==> config.mk <==
export PLATFORM = sky130hd
export DESIGN_NAME = servo_pwm_capture
export DESIGN_NICKNAME = d
export VERILOG_FILES = /design/src/rtl/servo_pwm_capture.sv
export SDC_FILE = /design/constraint.sdc
export NUM_CORES = 1
export LEC_CHECK = 0
export ABC_AREA = 1
export BUFFER_PORTS_ARGS = -buffer_cell sky130_fd_sc_hd__buf_2
export CAP_MARGIN = 0
export CORE_MARGIN = 3
export CORE_UTILIZATION = 58
export CTS_CLUSTER_DIAMETER = 50
export CTS_CLUSTER_SIZE = 40
export DETAILED_ROUTE_END_ITERATION = 8
export GPL_ROUTABILITY_DRIVEN = 1
export PLACE_DENSITY = 0.82
export SETUP_SLACK_MARGIN = 0.05
export SYNTH_ARGS = -nofsm -noshare
export SYNTH_HDL_FRONTEND = slang
export SYNTH_SLANG_ARGS = --single-unit
==> constraint.sdc <==
create_clock -name clk -period 2.5 [get_ports clk]
set_input_delay 0.125 -clock clk [delete_from_list [all_inputs] [get_ports clk]]
set_output_delay 0.125 -clock clk [all_outputs]
set_load 0.005 [all_outputs]
==> src/rtl/servo_pwm_capture.sv <==
// Servo PWM high-time capture in whole microseconds, with timeout detection.
// Define PWM_CAPTURE_PERIOD_EN to add rise-to-rise period reporting.
module servo_pwm_capture #(
    parameter int CLK_FREQ_HZ  = 50000000,
    parameter int WIDTH_MIN_US = 500,
    parameter int WIDTH_MAX_US = 2500,
    parameter int TIMEOUT_US   = 25000
) (
    input  logic        clk,
    input  logic        reset,
    input  logic        pwm_in,
    output logic [15:0] width_us,
    output logic        width_valid,
    output logic        in_range,
    output logic        timeout
`ifdef PWM_CAPTURE_PERIOD_EN
    ,
    output logic [15:0] period_us,
    output logic        period_valid
`endif
);

    localparam int DIV = CLK_FREQ_HZ / 1000000;
    localparam int PW  = (DIV > 1) ? $clog2(DIV) : 1;
    localparam logic [PW-1:0] PSC_LAST = PW'(DIV - 1);
    localparam logic [15:0]   TMO      = 16'(TIMEOUT_US);
    localparam logic [15:0]   WMIN     = 16'(WIDTH_MIN_US);
    localparam logic [15:0]   WMAX     = 16'(WIDTH_MAX_US);

    typedef enum logic [1:0] {
        SYNC_LOW,
        WAIT_RISE,
        HIGH
    } state_t;

    state_t        state_q, state_d;
    logic          s1_q, s2_q, s3_q;
    logic [PW-1:0] psc_q, psc_d;
    logic [15:0]   wcnt_q, wcnt_d;
    logic [15:0]   per_q, per_d;
    logic [15:0]   width_q, width_d;
    logic          valid_q, valid_d;
    logic          inr_q, inr_d;
    logic          tmo_q, tmo_d;
    logic          rise, fall, tick;
    logic [15:0]   wcnt_inc, per_inc;

    // Synchroniser runs through reset so the FSM sees the true line level.
    always_ff @(posedge clk) begin
        s1_q <= pwm_in;
        s2_q <= s1_q;
        s3_q <= s2_q;
    end

    assign rise     = s2_q & ~s3_q;
    assign fall     = ~s2_q & s3_q;
    assign tick     = (psc_q == PSC_LAST);
    assign wcnt_inc = (tick && wcnt_q != 16'hFFFF) ? wcnt_q + 16'd1 : wcnt_q;
    assign per_inc  = (tick && per_q < TMO) ? per_q + 16'd1 : per_q;

`ifdef PWM_CAPTURE_PERIOD_EN
    logic          have_q, have_d;
    logic [15:0]   pus_q, pus_d;
    logic          pval_q, pval_d;
`endif

    always_comb begin
        state_d = state_q;
        psc_d   = tick ? '0 : psc_q + 1'b1;
        wcnt_d  = wcnt_q;
        per_d   = per_inc;
        width_d = width_q;
        valid_d = 1'b0;
        inr_d   = inr_q;
        tmo_d   = tmo_q;
`ifdef PWM_CAPTURE_PERIOD_EN
        have_d  = have_q;
        pus_d   = pus_q;
        pval_d  = 1'b0;
`endif
        unique case (state_q)
            SYNC_LOW: begin
                if (!s2_q) state_d = WAIT_RISE;
            end
            WAIT_RISE: begin
                if (rise) begin
                    state_d = HIGH;
                    wcnt_d  = '0;
                    per_d   = '0;
                    psc_d   = '0;
`ifdef PWM_CAPTURE_PERIOD_EN
                    // A saturated period means the line was lost.
                    if (have_q && per_inc < TMO) begin
                        pus_d  = per_inc;
                        pval_d = 1'b1;
                    end
                    have_d = 1'b1;
`endif
                end else if (per_q == TMO) begin
                    tmo_d = 1'b1;
`ifdef PWM_CAPTURE_PERIOD_EN
                    have_d = 1'b0;
`endif
                end
            end
            HIGH: begin
                wcnt_d = wcnt_inc;
                if (fall) begin
                    width_d = wcnt_inc;
                    valid_d = 1'b1;
                    inr_d   = (wcnt_inc >= WMIN) && (wcnt_inc <= WMAX);
                    tmo_d   = 1'b0;
                    state_d = WAIT_RISE;
                end else if (per_q == TMO) begin
                    tmo_d   = 1'b1;
                    state_d = SYNC_LOW;
`ifdef PWM_CAPTURE_PERIOD_EN
                    have_d  = 1'b0;
`endif
                end
            end
            default: state_d = SYNC_LOW;
        endcase
    end

    always_ff @(posedge clk) begin
        if (!reset) begin
            state_q <= SYNC_LOW;
            psc_q   <= '0;
            wcnt_q  <= '0;
            per_q   <= '0;
            width_q <= '0;
            valid_q <= 1'b0;
            inr_q   <= 1'b0;
            tmo_q   <= 1'b0;
`ifdef PWM_CAPTURE_PERIOD_EN
            have_q  <= 1'b0;
            pus_q   <= '0;
            pval_q  <= 1'b0;
`endif
        end else begin
            state_q <= state_d;
            psc_q   <= psc_d;
            wcnt_q  <= wcnt_d;
            per_q   <= per_d;
            width_q <= width_d;
            valid_q <= valid_d;
            inr_q   <= inr_d;
            tmo_q   <= tmo_d;
`ifdef PWM_CAPTURE_PERIOD_EN
            have_q  <= have_d;
            pus_q   <= pus_d;
            pval_q  <= pval_d;
`endif
        end
    end

    assign width_us    = width_q;
    assign width_valid = valid_q;
    assign in_range    = inr_q;
    assign timeout     = tmo_q;
`ifdef PWM_CAPTURE_PERIOD_EN
    assign period_us    = pus_q;
    assign period_valid = pval_q;
`endif

endmodule

* Word level (Yosys, flattened, before mapping)
Cells that the tools add are included.
** Word-level totals
- Register bits after elaboration :: 62
- Output and inout port bits :: 19
- Word-level logic and storage cells :: 59
** Operators by class
- Add/sub/neg operators :: 3
- Order comparisons :: 3
- Equal/unequal tests :: 9
- Multiplexer cells :: 19
- Bitwise operators :: 4
- Reductions and logical operators :: 10
** Operator list (number)
- 16-bit two-way mux :: 5
- 16-bit by 1-bit adder with 16-bit output (second input constant) :: 2
- 16-bit one-hot mux with 2 select lines :: 1
- 6-bit two-way mux :: 3
- 16-bit by 15-bit equality test with 1-bit output (second input constant) :: 1
- 16-bit by 9-bit greater-or-equal comparator with 1-bit output (second input constant) :: 1
- 16-bit by 12-bit less-or-equal comparator with 1-bit output (second input constant) :: 1
- 16-bit by 15-bit less-than comparator with 1-bit output (second input constant) :: 1
- 16-bit inequality test (second input constant) :: 1
- 2-bit two-way mux :: 4
- 2-bit AND reduction :: 4
- 6-bit by 1-bit adder with 6-bit output (second input constant) :: 1
- 6-bit equality test (second input constant) :: 1
- 2-bit inequality test (second input constant) :: 3
- 2-bit one-hot mux with 3 select lines :: 1
- 1-bit two-way mux :: 4
- 1-bit logical AND :: 3
- 3-bit inequality test (second input constant) :: 1
- 3-bit AND reduction :: 1
- 1-bit bitwise AND :: 2
- 2-bit by 1-bit equality test with 1-bit output (second input constant) :: 1
- 2-bit equality test (second input constant) :: 1
- 2-bit logical NOT :: 1
- 1-bit NOT :: 2
- other kinds (2) :: 2

* Longest topological paths before layout
Gate-level depths: netlist of run 1.
- Depth in word-level cells :: 5
- Depth in mapped cells :: 17
- Depth with buffers taken out :: 17

* Worst setup path before layout of run 1
No wires, ideal clock.
- Path type :: flip-flop to flip-flop
- From :: register wcnt_q[0]
- To :: register inr_q, in the netlist in_range
- Arrival time :: 1.766 ns
- Data required time :: 2.388 ns
- Setup slack :: 0.622 ns
- Cell stages (with the launch flop) :: 16
- Buffers on the path :: 1
- Period minus slack after synthesis :: 1.878 ns
- Cells stage by stage :: dfxtp_1 > ha_1 > inv_1 > nor2_1 > nand2_2 > o21ai_4 > buf_6 > nand2_1 > nand2_2 > nand2_1 > nor2_2 > nand2_1 > nand2_1 > nand2_1 > nand2_1 > nand2_1
** Between the ends
- Word-level cells in the longest chain between the ends :: 5
- Elaborated cells between the ends (all ways) :: 7
** Ends and longest elaborated chain
- start: declaration :: line 39 : logic [15:0] wcnt_q, wcnt_d;
- start signal: assignment :: line 144 : wcnt_q <= wcnt_d;
- branches (longest 2 deep; another with 16-bit by 1-bit adder with 16-bit output)
- 16-bit two-way mux * :: line 58 : assign wcnt_inc = (tick && wcnt_q != 16'hFFFF) ? wcnt_q + 16'd1 : wcnt_q;
- 16-bit by 9-bit greater-or-equal comparator with 1-bit output or 16-bit by 12-bit less-or-equal comparator with 1-bit output (tied branches) :: line 111 : inr_d = (wcnt_inc >= WMIN) && (wcnt_inc <= WMAX);
- 1-bit logical AND * :: line 111
- end signal: assignment :: line 148 : inr_q <= inr_d;
- end: declaration :: line 43 : logic inr_q, inr_d;
Mark *: on every way between the ends.
A chain may end at the register's enable or synchronous reset.

* Worst setup path after layout of run 1
- From :: register wcnt_q[1]
- To :: register inr_q, in the netlist in_range
The elaborated chain is that of the path after synthesis.

==> metrics.md, run 1 <==
| Metric | Value |
|---|---|
| Syn avg cell area | 6.90 µm² |
| Worst path slowest cell | dfxtp_1 |
| Unrepaired setup endpoints after global routing | no |
| Initial antenna violation count | 0 |
| #FFs+latches synth | 62 |
| Vias in the first global route | 2840 |
| Wirelength, routed | 7.47 mm |
| Largest net degree at the start of global routing | 22 |
| P_leak | 1.47 nW |
| Wire length per cell | 13.0 µm |
| Largest area contributor in the netlist | dfxtp_1 |
| N_diodes | 0 |
| CP most frequent cell | nand2_1 |
| Placement row count | 26 |
| Power density over the cells | 510 mW/mm² |
| CP Data Required Time | 2.75 ns |
| Crit-path max cell delay | 0.40 ns |
| Fmax | 446 MHz |
| Total number of yosys warnings | 0 |
| Final std cells w/o fill | 576 |
| CTS root buf | clkbuf_8 |
| Layout cell share with drive strength beyond 1 | 14.4% |
| Initial Utilization | 61.9% |
| Hold Crit Class | in -> reg |
| Most frequent cell after synthesis | nand2_1 |
| Top cell type's share of synthesized area | 37.8% |
| Sequential cell area fraction in the yosys report | 37.8% |
| Hold Path Origin | reset |
| DRC Markers | 0 |
| Die Ht | 81.2 µm |
| Max-cap viol count | 0 |
| DR vias/cell | 5.43 |
| Main synth FF type | dfxtp_1 |
| Layout area overhead | 10.4% |
| Synth cell types | 36 |
| Slew Limit Fails | 0 |
| CP arrival | 2.49 ns |
| GR Overflow Total | 0 |
| Postcts setup bufs | 0 |
| CP endpoint kind | flip-flop |
| DRT antenna net count | 0 |
| Fin. Hold Viols | 0 |
| Crit path from | wcnt_q[1] |
| CP Max Fanout | 10 |
| Global-route wire length before repair | 12.7 mm |
| Post-DP HPWL | 5.56 mm |
| Reg-to-reg startpoint | wcnt_q[1] |
| Startpoint class of the critical path | flip-flop |
| Critical path buffers and inverters | 2 |
| Measured slew at the worst slew-check pin | 1.07 ns |
| Core area | 0.00530 mm² |
| IO Count | 22 |
| First-pass DRT Iterations | 5 |
| CTS sink cnt | 62 |
| Drt initial violations | 238 |
| Slew headroom | 28.5% |
| Die Area | 0.00660 mm² |
| Max Root-Sink Buffers | 2 |
| Synth area leaders | dfxtp_1 (38%), nand2_1 (15%), nor2_1 (6.4%), inv_1 (5.7%), nand3_1 (4.1%) |
| Crit share post-route | 89.7% |
| Synth async-reset ratio | 0% |
| RePlAce Congestion | 0.984 |
| Vias | 3128 |
| Placed insts | 559 |
| Final setup vio count | 0 |
| Worst-path clk slew | 0.08 ns |
| Port Buffers | 21 |
| Post-synth top cells | nand2_1 (134), dfxtp_1 (62), nor2_1 (56), inv_1 (50), nand3_1 (27) |
| Cells along the critical path | ha_1 > inv_1 > nor2_1 > nand2_2 > nor2_1 > nor2_2 > buf_4 > nand2_1 > nand2_1 > nor2_1 > nand2_1 > nor2_2 > nand2_1 > nand2_1 > nand2_1 > nand2_1 > nand2_1 |
| Final critical-path required period | 2.24 ns |
| VDD IR max | 0.353 mV |
| Clock latency at the later pin of the worst-skew pair | 0.35 ns |
| Nets@finish | 509 |
| Setup total negative slack | 0 ns |
| CTS tree | built |
| Mapped Cells | 476 |
| Cts bufs inserted | 9 |
| Pwr Total | 1.85 mW |
| Die Wd | 81.2 µm |
| Crit path max-delay family | simple AND/OR/NAND/NOR gates |
| Outcome | completed |
| Synthesized area | 0.00328 mm² |
| Layout Skew | 0.0125 ns |
| Worst hold slack | 0.0485 ns |
| Total GRT Usage | 25.0% |
| EDFF count, synth | 0 |
| Critical path class | reg -> reg |
| CTS HTree Levels | 3 |
| Syn Nets | 484 |
==> placed cells by master (no fill, tap or decap), types with 3 or more instances in the layout <==
cell and instances:
nand2_1 134, dfxtp_1 61, nor2_1 56, inv_1 50, nand3_1 27, a21oi_1 24, buf_2 21, o21ai_0 19
xor2_1 14, nand2_2 13, a211oi_1 10, clkbuf_8 9, nor3_1 8, nand4_1 8, xnor2_1 7, nor2_2 6
ha_1 5, clkinvlp_4 4, buf_4 3
==> power breakdown <==
group | switching, mW | internal, mW
logic | 0.0449 | 0.0171
clock network | 0.424 | 0.358
registers | 0.00846 | 0.997
total | 0.477 | 1.37
==> worst reg2reg max path: cells and delay by family, from the launching register on <==
family,cells,cell delay (ns)
AND/OR/NAND/NOR,14,1.21
flip-flops,1,0.40
adder cells (fa/ha/maj),1,0.27
buffers and inverters,2,0.24
==> per-layer routing <==
metal  GRT usage [%]  up-vias  routed length [µm]
met5               0        -                   0
met4            12.5        0                 174
met3            5.88       24                 448
met2            41.4      116                3460
met1            30.2     1420                3390
li1                -     1568                   -
==> metrics by stage <==
| step | instance area [µm²] | setup slack (ns) | utilization (%) |
|---|---|---|---|
| CTS | 3620 | 0.239 | 68.3 |
| finish | 3620 | 0.257 | 68.3 |
| floorplan | 3280 | 0.622 | - |
| global placement | 3440 | 0.370 | 64.9 |
| detailed placement | 3440 | 0.262 | 64.9 |
| global route | 3620 | 0.0151 | 68.3 |
==> sequential cells by signal (all words and copies together), names as in the netlist <==
| name | count |
|---|---|
| per_q | 16 |
| wcnt_q | 16 |
| width_us | 16 |
| psc_q | 6 |
| state_q | 2 |
| in_range | 1 |
| s1_q | 1 |
| s2_q | 1 |
| s3_q | 1 |
| timeout | 1 |
| width_valid | 1 |
==> cells by family (layout without fill, tap and decap cells) <==
family,count (synthesis),in the layout,share of synthesized area [%]
and+or+nand+nor,263,263,35.6
buffers and inverters,64,94,7.93
DFF,62,62,37.8
AOI/OAI and AO/OA,60,60,10.7
xor gates and xnor gates,22,22,6.10
adders and majority gates,5,5,1.91
==> final cells by class <==
type / count / area [µm²]
sequential: 62 / 1240
multi-input combinational: 350 / 1780
clock inverter: 7 / 48.8
tap: 70 / 87.6
timing repair buffer: 25 / 138
clock buffer: 9 / 124
inverter: 53 / 201
fill: 441 / 1680
==> path summary, 6_finish.rpt <==
check,depth (start not counted),to,slack (ns)
worst max-delay path,17,in_range,0.26
worst min-delay path,3,width_us[14],0.05
worst max register to register,17,in_range,0.26
worst min register to register,0,s2_q,0.35
==> repair_timing <==
item | in CTS | in global routing
endpoints found under the setup margin | 0 | 1
resized for setup | 0 | 1
hold buffers | 1 | 0
endpoints found under the hold margin | 1 | 0
(Power assumes the default switching activity.)
==> run 2, diff against run 1 <==
- CELL_PAD_IN_SITES_DETAIL_PLACEMENT: unset -> 1
- CELL_PAD_IN_SITES_GLOBAL_PLACEMENT: unset -> 1
- CORE_UTILIZATION: 58 -> 43
- PLACE_DENSITY: 0.82 -> 0.83
==> run 2 against run 1 <==
Effect of this change:
- largest cell class unchanged
- clock skew decreased by 0.0057 ns
- fmax increased by 3.0%
- routed wire length increased by 21%
- power increased by 15%
- sequential share of layout area decreased by 1.2 points
- combinational power increased by 8.5%
- first-iteration DRC count decreased by 58%
- utilization decreased by 17 points
==> metrics.md, run 2 (synthesis gave the netlist of run 1 again) <==
| Metric | Value |
|---|---|
| DR vias/cell | 5.16 |
| Core area | 0.00733 mm² |
| CTS sink cnt | 62 |
| Pre-CTS setup slack | 0.192 ns |
| Fin. Hold Viols | 0 |
| Vias in the first global route | 3306 |
| Drt initial violations | 101 |
| Min-Delay Path Depth | 3 |
| Power density over the cells | 565 mW/mm² |
| CTS root buf | clkbuf_8 |
| Fillers | 975 |
| VDD IR max | 0.379 mV |
| Setup total negative slack | 0 ns |
| CP arrival | 2.42 ns |
| P_leak | 1.52 nW |
| Crit path max-delay family | simple AND/OR/NAND/NOR gates |
| Hold Path Origin | reset |
| Reg2Reg Setup Slack | 0.32 ns |
| Port Buffers | 21 |
| Reg-to-reg startpoint | wcnt_q[1] |
| Worst path slowest cell | dfxtp_1 |
| Wirelength, routed | 9.00 mm |
| Outcome | completed |
| Initial antenna violation count | 0 |
| IO Count | 22 |
| Slew headroom | 23.8% |
| Finished layout cell area | 0.00375 mm² |
| GR Overflow Total | 0 |
| Clock latency at the later pin of the worst-skew pair | 0.34 ns |
| First-pass DRT Iterations | 4 |
| Startpoint class of the critical path | flip-flop |
| Final critical-path required period | 2.18 ns |
| Critical path buffers and inverters | 2 |
| Critical R2R Capture | in_range |
| Hold Crit Class | in -> reg |
| Layout area overhead | 14.3% |
| Die Wd | 93.4 µm |
| CP Data Required Time | 2.74 ns |
| Total GRT Usage | 22.5% |
| DRC Markers | 0 |
| Commonest non-fill, non-tap cell in the layout | nand2_1 |
| Commonest cells after routing, fill and taps aside | nand2_1 (134), dfxtp_1 (61), nor2_1 (55), inv_1 (50), nand3_1 (27) |
| Wire length per cell | 14.8 µm |
| DRT antenna net count | 0 |
| Hold EP | width_us[14] |
| Final setup vio count | 0 |
| Worst-path clk slew | 0.07 ns |
| Global-route wire length before repair | 15.5 mm |
| Die Area | 0.00872 mm² |
| Placement row count | 31 |
| Fmax | 459 MHz |
| Layout cell share with drive strength beyond 1 | 15.0% |
| Max Root-Sink Buffers | 2 |
| Slew Limit Fails | 0 |
| Crit. path cell count | 17 |
| Max-cap viol count | 0 |
| Unrepaired setup endpoints after global routing | no |
| Measured slew at the worst slew-check pin | 1.14 ns |
| Crit share post-route | 87.1% |
| Worst hold slack | 0.0575 ns |
| CP endpoint kind | flip-flop |
| Instance area at placement | 0.00349 mm² |
| Initial Utilization | 44.8% |
| Nets@finish | 511 |
| Crit-path max cell delay | 0.42 ns |
| Worst setup margin | 0.322 ns |
| Largest net degree at the start of global routing | 19 |
| Cts bufs inserted | 9 |
| Reg2reg path depth | 17 |
| Post-DP HPWL | 6.73 mm |
| Vias | 3135 |
| CTS HTree Levels | 3 |
| CTS tree | built |
| Die Ht | 93.4 µm |
| Pwr Total | 2.12 mW |
| Cells along the critical path | ha_4 > inv_1 > nor2_1 > nand2_2 > nor2_1 > nor2_2 > buf_4 > nand2_1 > nand2_1 > nor2_1 > nand2_1 > nor2_2 > nand2_1 > nand2_1 > nand2_1 > nand2_1 > nand2_1 |
| Critical path class | reg -> reg |
| CP Max Fanout | 14 |
| RePlAce Congestion | 0.852 |
| N_diodes | 0 |
| Layout Skew | 0.00673 ns |
| CP most frequent cell | nand2_1 |
run 2: cell count changes in the layout (fill, tap and decap cells not counted), sizes merged:
cell,delta
inv,-1
buf,+2
bufinv,+2
clkinv,-1
clkinvlp,-4
clkbuf,+4
run 2: how the worst max path moves through the flow:
stage | start | to
2_1_floorplan | wcnt_q[0] | in_range
3_3_place_gp | wcnt_q[0] | in_range
3_5_place_dp | wcnt_q[0] | in_range
4_1_cts | wcnt_q[0] | in_range
5_1_grt | wcnt_q[1] | in_range
6_report | wcnt_q[1] | in_range
run 2: area by class of cell:
type / count / area [µm²] / area share, %
clock inverters: 3 / 65.1 / 1.73
well taps: 99 / 124 / 3.30
inverters: 53 / 201 / 5.37
flip-flops and latches: 62 / 1240 / 33.1
multi-input cells: 350 / 1800 / 47.9
clock buffers: 13 / 169 / 4.50
repair buffers: 27 / 153 / 4.07
run 2: routing by layer:
metal,global-route usage (%),share of wire [%],vias up
met4,9.16,2.3,0
met2,38.5,49,46
li1,-,-,1571
met3,4.59,2.7,17
met5,0,0,-
met1,27.3,46,1501
run 2: tightest hold or removal path: cells and delay by family:
| kind | cells | cell delay (ns) |
|---|---|---|
| compound gates | 1 | 0.07 |
| buf+inv | 1 | 0.12 |
| simple gates | 1 | 0.05 |
run 2: metrics by stage:
step / utilization (%) / cells
floorplan: - / 476
global placement: 47.6 / 590
detailed placement: 47.6 / 590
CTS: 50.9 / 607
global route: 51.2 / 607
finish: 51.2 / 607
run 2: what timing repair did:
item	CTS	global route
resized for setup	0	4
hold endpoints to repair	1	0
buffers inserted	0	0
setup endpoints to repair	0	1
hold buffers	1	0
run 2: where the power goes:
| part | switching, mW | internal [mW] |
|---|---|---|
| clock network | 0.402 | 0.642 |
| logic | 0.0475 | 0.0198 |
| registers | 0.00863 | 0.997 |
| total | 0.458 | 1.66 |
